===== config.mk =====
export PLATFORM = sky130hd
export DESIGN_NAME = serial_full_adder_flat
export DESIGN_NICKNAME = d
export VERILOG_FILES = /design/src/rtl/serial_full_adder_if.sv /design/src/rtl/serial_full_adder.sv /design/src/flat_wrapper.sv
export SDC_FILE = /design/constraint.sdc
export NUM_CORES = 1
export LEC_CHECK = 0
export BUFFER_PORTS_ARGS = -buffer_cell sky130_fd_sc_hd__buf_2
export CORE_MARGIN = 3
export CORE_UTILIZATION = 50
export CTS_BUF_LIST = sky130_fd_sc_hd__clkbuf_2
export CTS_CLUSTER_SIZE = 28
export DETAILED_ROUTE_END_ITERATION = 8
export GPL_TIMING_DRIVEN = 0
export MAX_ROUTING_LAYER = met4
export PLACE_DENSITY = 0.83
export SYNTH_ARGS = -nofsm -noshare
export SYNTH_HDL_FRONTEND = slang
export SYNTH_SLANG_ARGS = --single-unit

===== constraint.sdc =====
create_clock -name clk -period 1.73 [get_ports clk]
set_clock_uncertainty 0.1 [all_clocks]
set_input_delay 0.346 -clock clk [delete_from_list [all_inputs] [get_ports clk]]
set_output_delay 0.346 -clock clk [all_outputs]
set_load 0.02 [all_outputs]

===== src/rtl/serial_full_adder_if.sv =====
// Handshake and operand/result bundle for the digit-serial adder/subtractor.
interface serial_full_adder_if #(
    parameter int WIDTH = 8
);
    logic             start;
    logic [WIDTH-1:0] a;
    logic [WIDTH-1:0] b;
    logic             cin;
    logic             sub;
    logic             busy;
    logic             done;
    logic [WIDTH-1:0] sum;
    logic             carry;
    logic             overflow;

    modport master (
        output start, a, b, cin, sub,
        input  busy, done, sum, carry, overflow
    );

    modport slave (
        input  start, a, b, cin, sub,
        output busy, done, sum, carry, overflow
    );
endinterface


===== src/rtl/serial_full_adder.sv =====
// Digit-serial adder/subtractor: DIGIT bits per clock, LSB digit first, one
// DIGIT-wide adder plus a carry flop; results land in hold registers on done.
module serial_full_adder #(
    parameter int WIDTH = 8,
    parameter int DIGIT = 1
) (
    input  logic                clk,
    input  logic                rst,
    serial_full_adder_if.slave  io
);
    localparam int N  = WIDTH / DIGIT;
    localparam int CW = (N > 1) ? $clog2(N) : 1;

    if (WIDTH < 1 || DIGIT < 1 || (WIDTH % DIGIT) != 0) begin : g_bad_param
        $error("serial_full_adder: DIGIT must be >=1 and divide WIDTH exactly");
    end

    typedef enum logic {IDLE, RUN} state_t;

    state_t           state_q, state_d;
    logic [WIDTH-1:0] a_q, a_d, b_q, b_d;
    logic [WIDTH-1:0] work_q, work_d, sum_q, sum_d;
    logic [CW-1:0]    cnt_q, cnt_d;
    logic             carry_ff_q, carry_ff_d;
    logic             busy_q, busy_d, done_q, done_d;
    logic             carry_q, carry_d, ovf_q, ovf_d;

    logic [DIGIT:0]   dsum;
    logic             msb_cin;
    logic             last;

    always_comb begin
        dsum    = {1'b0, a_q[DIGIT-1:0]} + {1'b0, b_q[DIGIT-1:0]}
                + {{DIGIT{1'b0}}, carry_ff_q};
        // Recover the carry into the top bit of this digit from its sum bit.
        msb_cin = a_q[DIGIT-1] ^ b_q[DIGIT-1] ^ dsum[DIGIT-1];
        last    = (cnt_q == CW'(N - 1));

        state_d    = state_q;
        a_d        = a_q;
        b_d        = b_q;
        work_d     = work_q;
        sum_d      = sum_q;
        cnt_d      = cnt_q;
        carry_ff_d = carry_ff_q;
        busy_d     = busy_q;
        done_d     = 1'b0;
        carry_d    = carry_q;
        ovf_d      = ovf_q;

        case (state_q)
            IDLE: begin
                if (io.start) begin
                    state_d    = RUN;
                    busy_d     = 1'b1;
                    a_d        = io.a;
                    // a - b - cin == a + ~b + !cin
                    b_d        = io.b ^ {WIDTH{io.sub}};
                    carry_ff_d = io.cin ^ io.sub;
                    cnt_d      = '0;
                end
            end
            RUN: begin
                a_d        = a_q >> DIGIT;
                b_d        = b_q >> DIGIT;
                work_d     = work_q >> DIGIT;
                work_d[WIDTH-DIGIT +: DIGIT] = dsum[DIGIT-1:0];
                carry_ff_d = dsum[DIGIT];
                cnt_d      = cnt_q + CW'(1);
                if (last) begin
                    state_d = IDLE;
                    busy_d  = 1'b0;
                    done_d  = 1'b1;
                    cnt_d   = '0;
                    sum_d   = work_d;
                    carry_d = dsum[DIGIT];
                    ovf_d   = msb_cin ^ dsum[DIGIT];
                end
            end
            default: state_d = IDLE;
        endcase
    end

    always_ff @(posedge clk) begin
        if (rst) begin
            state_q    <= IDLE;
            a_q        <= '0;
            b_q        <= '0;
            work_q     <= '0;
            sum_q      <= '0;
            cnt_q      <= '0;
            carry_ff_q <= 1'b0;
            busy_q     <= 1'b0;
            done_q     <= 1'b0;
            carry_q    <= 1'b0;
            ovf_q      <= 1'b0;
        end else begin
            state_q    <= state_d;
            a_q        <= a_d;
            b_q        <= b_d;
            work_q     <= work_d;
            sum_q      <= sum_d;
            cnt_q      <= cnt_d;
            carry_ff_q <= carry_ff_d;
            busy_q     <= busy_d;
            done_q     <= done_d;
            carry_q    <= carry_d;
            ovf_q      <= ovf_d;
        end
    end

    assign io.busy     = busy_q;
    assign io.done     = done_q;
    assign io.sum      = sum_q;
    assign io.carry    = carry_q;
    assign io.overflow = ovf_q;
endmodule


===== src/flat_wrapper.sv =====
// flat-port wrapper written by rule: the top's interface ports become plain ports
module serial_full_adder_flat 
#(
    parameter int WIDTH = 8,
    parameter int DIGIT = 1
)
  (clk, rst, io_start, io_a, io_b, io_cin, io_sub, io_busy, io_done, io_sum, io_carry, io_overflow);
  serial_full_adder_if #(.WIDTH(WIDTH)) io_i ();
  input  logic clk;
  input  logic rst;
  input wire logic [$bits(io_i.start)-1:0] io_start;
  input wire logic [$bits(io_i.a)-1:0] io_a;
  input wire logic [$bits(io_i.b)-1:0] io_b;
  input wire logic [$bits(io_i.cin)-1:0] io_cin;
  input wire logic [$bits(io_i.sub)-1:0] io_sub;
  output wire logic [$bits(io_i.busy)-1:0] io_busy;
  output wire logic [$bits(io_i.done)-1:0] io_done;
  output wire logic [$bits(io_i.sum)-1:0] io_sum;
  output wire logic [$bits(io_i.carry)-1:0] io_carry;
  output wire logic [$bits(io_i.overflow)-1:0] io_overflow;
  assign io_i.start = io_start;
  assign io_i.a = io_a;
  assign io_i.b = io_b;
  assign io_i.cin = io_cin;
  assign io_i.sub = io_sub;
  assign io_busy = io_i.busy;
  assign io_done = io_i.done;
  assign io_sum = io_i.sum;
  assign io_carry = io_i.carry;
  assign io_overflow = io_i.overflow;
  serial_full_adder #(.WIDTH(WIDTH), .DIGIT(DIGIT)) u_core (.clk(clk), .rst(rst), .io(io_i));
endmodule

==> flow_summary_export.csv <==
group,metric,value,unit
cells_and_area,post-route-util,61.28,%
power_and_ir_drop,p_switching,0.4338,mW
power_and_ir_drop,power_density,916.4,nW/um^2
grt,first_global_vias,1287,
yosys,synthSimpleGateAreaFrac,13.61,%
critical_path,cp-start-kind,"flip-flop",
routing,met1_length,1541,um
sta,fmax,617.8,MHz
run_status,status,"finished, final reports clean",
critical_path,startpoint,"u_core.carry_ff_q$_SDFFE_PP0P_",
critical_path,path_max_fanout,3,
sta,finalHoldViolCount,0,
yosys,synthFlopType,"dfxtp_1",
place,dpl.hpwl,2373,um
cells_and_area,syn2layout_area_growth,16.49,%
sta,drv_slew,0,
sta,max_slew_margin,65.28,%
floorplan,initial_core_util,52.60,%
clock_tree,cts.sinks,40,
floorplan,fp.dieW,65.72,um
critical_path,r2r-end,"u_core.io.overflow$_SDFFE_PP0P_",
routing,drt_iter0_markers,46,
sta,final.setup.tns,0,ns
critical_path,slowest_stage,"fa_1",
routing,wirelength,3265,um
grt,antenna_found_initial,0,
yosys,synth_edf_count,0,
critical_path,max_stage_delay,0.60,ns
critical_path,arrival,1.83,ns
clock_tree,htreeDepth,2,
place,post_dp_cell_area,1991,um^2
cells_and_area,fin_nets,244,
clock_tree,cts_tree,"built",
power_and_ir_drop,clkPwrFrac,35.4,%
routing,met3RoutedLength,136,um
yosys,synthArstFlopShare,0,%
clock_tree,cts_buffer_depth,2,
clock_tree,cts_buffers,5,
critical_path,critPathCaptureType,"flip-flop",
power_and_ir_drop,leakage,0.9103,nW
yosys,synth_compound_area_share,7.719,%
yosys,synth_top_area_share,44.91,%
grt,grt_usage,18.21,%
floorplan,rows,21,
worst_hold_path,hp-class,"primary input to flip-flop",
power_and_ir_drop,p_int,1.470,mW
critical_path,reg2reg_slack,0.11,ns
yosys,syn_inst,182,
cells_and_area,n_antenna_cell,0,
grt,grt_pass1_wl,5747,um
yosys,ys_seq_area_share,44.91,%
cells_and_area,drive_above_1_share,26.03,%
yosys,post-synth-top-area-cell,"dfxtp_1",
routing,first_pass_iters,4,
run,maxCapViolCount,0,
clock_tree,insertion_delay,0.40,ns
routing,detail-route-antenna-nets,0,
worst_hold_path,hold_depth,3,
sta,rsz0062_at_grt,"false",
power_and_ir_drop,sequentialPowerShare,51.7,%
critical_path,cp_cell_sequence,"fa_1 -> xnor2_1 -> xnor2_1 -> a211oi_1",
cells_and_area,final_area,2077,um^2
floorplan,core,3390,um^2
sta,setup_viol,0,
routing,via_per_inst,4.966,
yosys,synthesis.area,1783,um^2
critical_path,cp.buffers_inverters,0,
yosys,synth-xor-area-share,5.895,%
clock_tree,cts-root-buf,"clkbuf_2",
routing,drc,0,
critical_path,reg2reg_from,"u_core.carry_ff_q$_SDFFE_PP0P_",
critical_path,crit_end,"u_core.io.overflow$_SDFFE_PP0P_",
routing,wl_per_cell,12.32,um
sta,worst_hold_slack,0.07646,ns
power_and_ir_drop,vdd_drop_max,0.0005419,V
place,portBuffers,30,
sta,finalCriticalPeriod,1.619,ns
yosys,ys_top_cells_by_area,"dfxtp_1, mux2i_1, nand2_1",
yosys,synth.distinct_cells,26,
routing,dr_wl_met2,1528,um
routing,vias,1316,
sta,worst_pin_slew,0.5207,ns
yosys,synthAdderAreaFrac,3.228,%
cells_and_area,fillCellCount,291,
routing,topRoutingLayerUsed,"met4",
grt,grt_overflow,0,
yosys,ys_ff_latch,40,
power_and_ir_drop,netSwitchingFraction,22.79,%
critical_path,crit_top_cell,"xnor2_1",
critical_path,crit_cells,4,
grt,grt_max_degree,13,
critical_path,required,1.94,ns
critical_path,cp_top_family,"adder cells",
yosys,synth_top_family_by_area,"multiplexers",
power_and_ir_drop,combPwrFrac,12.9,%
place,place.gp.congestion,0.7456,
yosys,syn_area_per_cell,9.796,um^2
floorplan,io_pins,33,
yosys,muxShareOfSynthArea,17.96,%
sta,fin_crit_sh,93.56,%
critical_path,worstSetupPathType,"flip-flop to flip-flop",
yosys,synth_nets,207,
critical_path,r2r_cells,4,
yosys,synth_warnings,0,
clock_tree,cts_hold_buffers,0,
clock_tree,path_clk_slew,0.19,ns
floorplan,fp.dieArea,4318,um^2
floorplan,die_h,65.72,um
## metrics by stage
step / cells / setup slack [ns] / power, mW
floorplan: 182 / 0.2385 / 1.186
global placement: 258 / 0.1714 / 1.239
detailed placement: 258 / 0.1428 / 1.248
CTS: 265 / 0.07936 / 1.922
global route: 265 / 0.005786 / 1.997
finish: 265 / 0.1114 / 1.903
## state kept, by name (all words and copies together) (netlist names)
signal / flops
u_core.a_q: 8
u_core.b_q: 8
u_core.io.sum: 8
u_core.work_q: 7
u_core.cnt_q: 3
u_core.carry_ff_q: 1
u_core.io.busy: 1
u_core.io.carry: 1
u_core.io.done: 1
u_core.io.overflow: 1
u_core.state_q: 1
## synthesized netlist by cell type, types with 2 or more instances
cell	number
mux2_2	4
mux2_4	3
buf_6	2
o22ai_1	8
mux2i_1	23
ha_1	3
buf_12	2
buf_2	3
xor2_1	8
nor3b_1	2
dfxtp_1	40
nor2_1	23
buf_4	4
a211oi_1	2
nand2_1	28
xnor2_1	4
a21oi_1	13
buf_1	2
## power by group through the flow
stage	registers (mW)	clock network [mW]	logic, mW
after floorplan	0.999	0	0.187
after global placement	1.00	0	0.238
after detailed placement	1.00	0	0.246
after CTS	0.983	0.692	0.247
after global routing	0.989	0.734	0.274
final	0.983	0.675	0.245
## cell families (layout without fill, tap and decap cells)
family | Yosys count | count (layout)
multiplexers | 30 | 30
XOR/XNOR | 12 | 12
buffers and inverters | 14 | 51
flip-flops | 40 | 40
AND/OR/NAND/NOR | 58 | 58
AO/OA/AOI/OAI | 24 | 24
adder cells (fa/ha/maj) | 4 | 4
## cell usage in the layout, fill, tap and decap left out, drive strengths merged
master and count:
a21oi 13, fa 1, xnor2 4, ha 3, clkbuf 6, or2 1
dfxtp 40, o22ai 8, nor3 1, nand2 28, and2 1, o21bai 1
a211oi 2, buf 43, mux2i 23, nor2 23, xor2 8, bufinv 2
mux2 7, nand2b 1, nor3b 3
## layout make-up
type	instances	area (um^2)	area share (%)
clock inverter	2	60.06	2.892
clock buffer	5	25.02	1.205
buffer	14	118.9	5.723
tap	46	57.56	2.771
sequential	40	802.0	38.61
multi-input combinational	128	863.3	41.57
timing repair buffer	30	150.1	7.229
## worst min path at each step
stage,endpoint,slack (ns),from
after floorplan,u_core.io.sum[0]$_SDFFE_PP0P_,0.33,u_core.work_q[1]$_SDFFE_PP0P_
after global placement,u_core.io.sum[3]$_SDFFE_PP0P_,0.34,u_core.io.sum[3]$_SDFFE_PP0P_
after global routing,u_core.a_q[7]$_SDFFE_PP0P_,0.05,io_a[7]
after CTS,u_core.a_q[7]$_SDFFE_PP0P_,0.05,io_a[7]
after detailed placement,u_core.io.sum[5]$_SDFFE_PP0P_,0.35,u_core.io.sum[5]$_SDFFE_PP0P_
final,u_core.a_q[7]$_SDFFE_PP0P_,0.08,io_a[7]
## layer usage
metal  track usage [%]  vias to the layer above
met1             21.22                      601
met5                 -                        -
li1                  -                      685
met2             28.91                       25
met3             6.154                        5
met4             6.995                        0
## worst register-to-register path: cells and delay by family, from the launching register on
kind | cells | cell delay, ns
xor gates and xnor gates | 2 | 0.25
DFF | 1 | 0.38
AOI/OAI and AO/OA | 1 | 0.21
adders and majority gates | 1 | 0.60
## what timing repair did
item / 4_1_cts / 5_1_grt
buffers inserted: 0 / 0
endpoints found under the setup margin: 0 / 1
gates resized for setup: 0 / 1
Power figures use the tool's default switching activity.
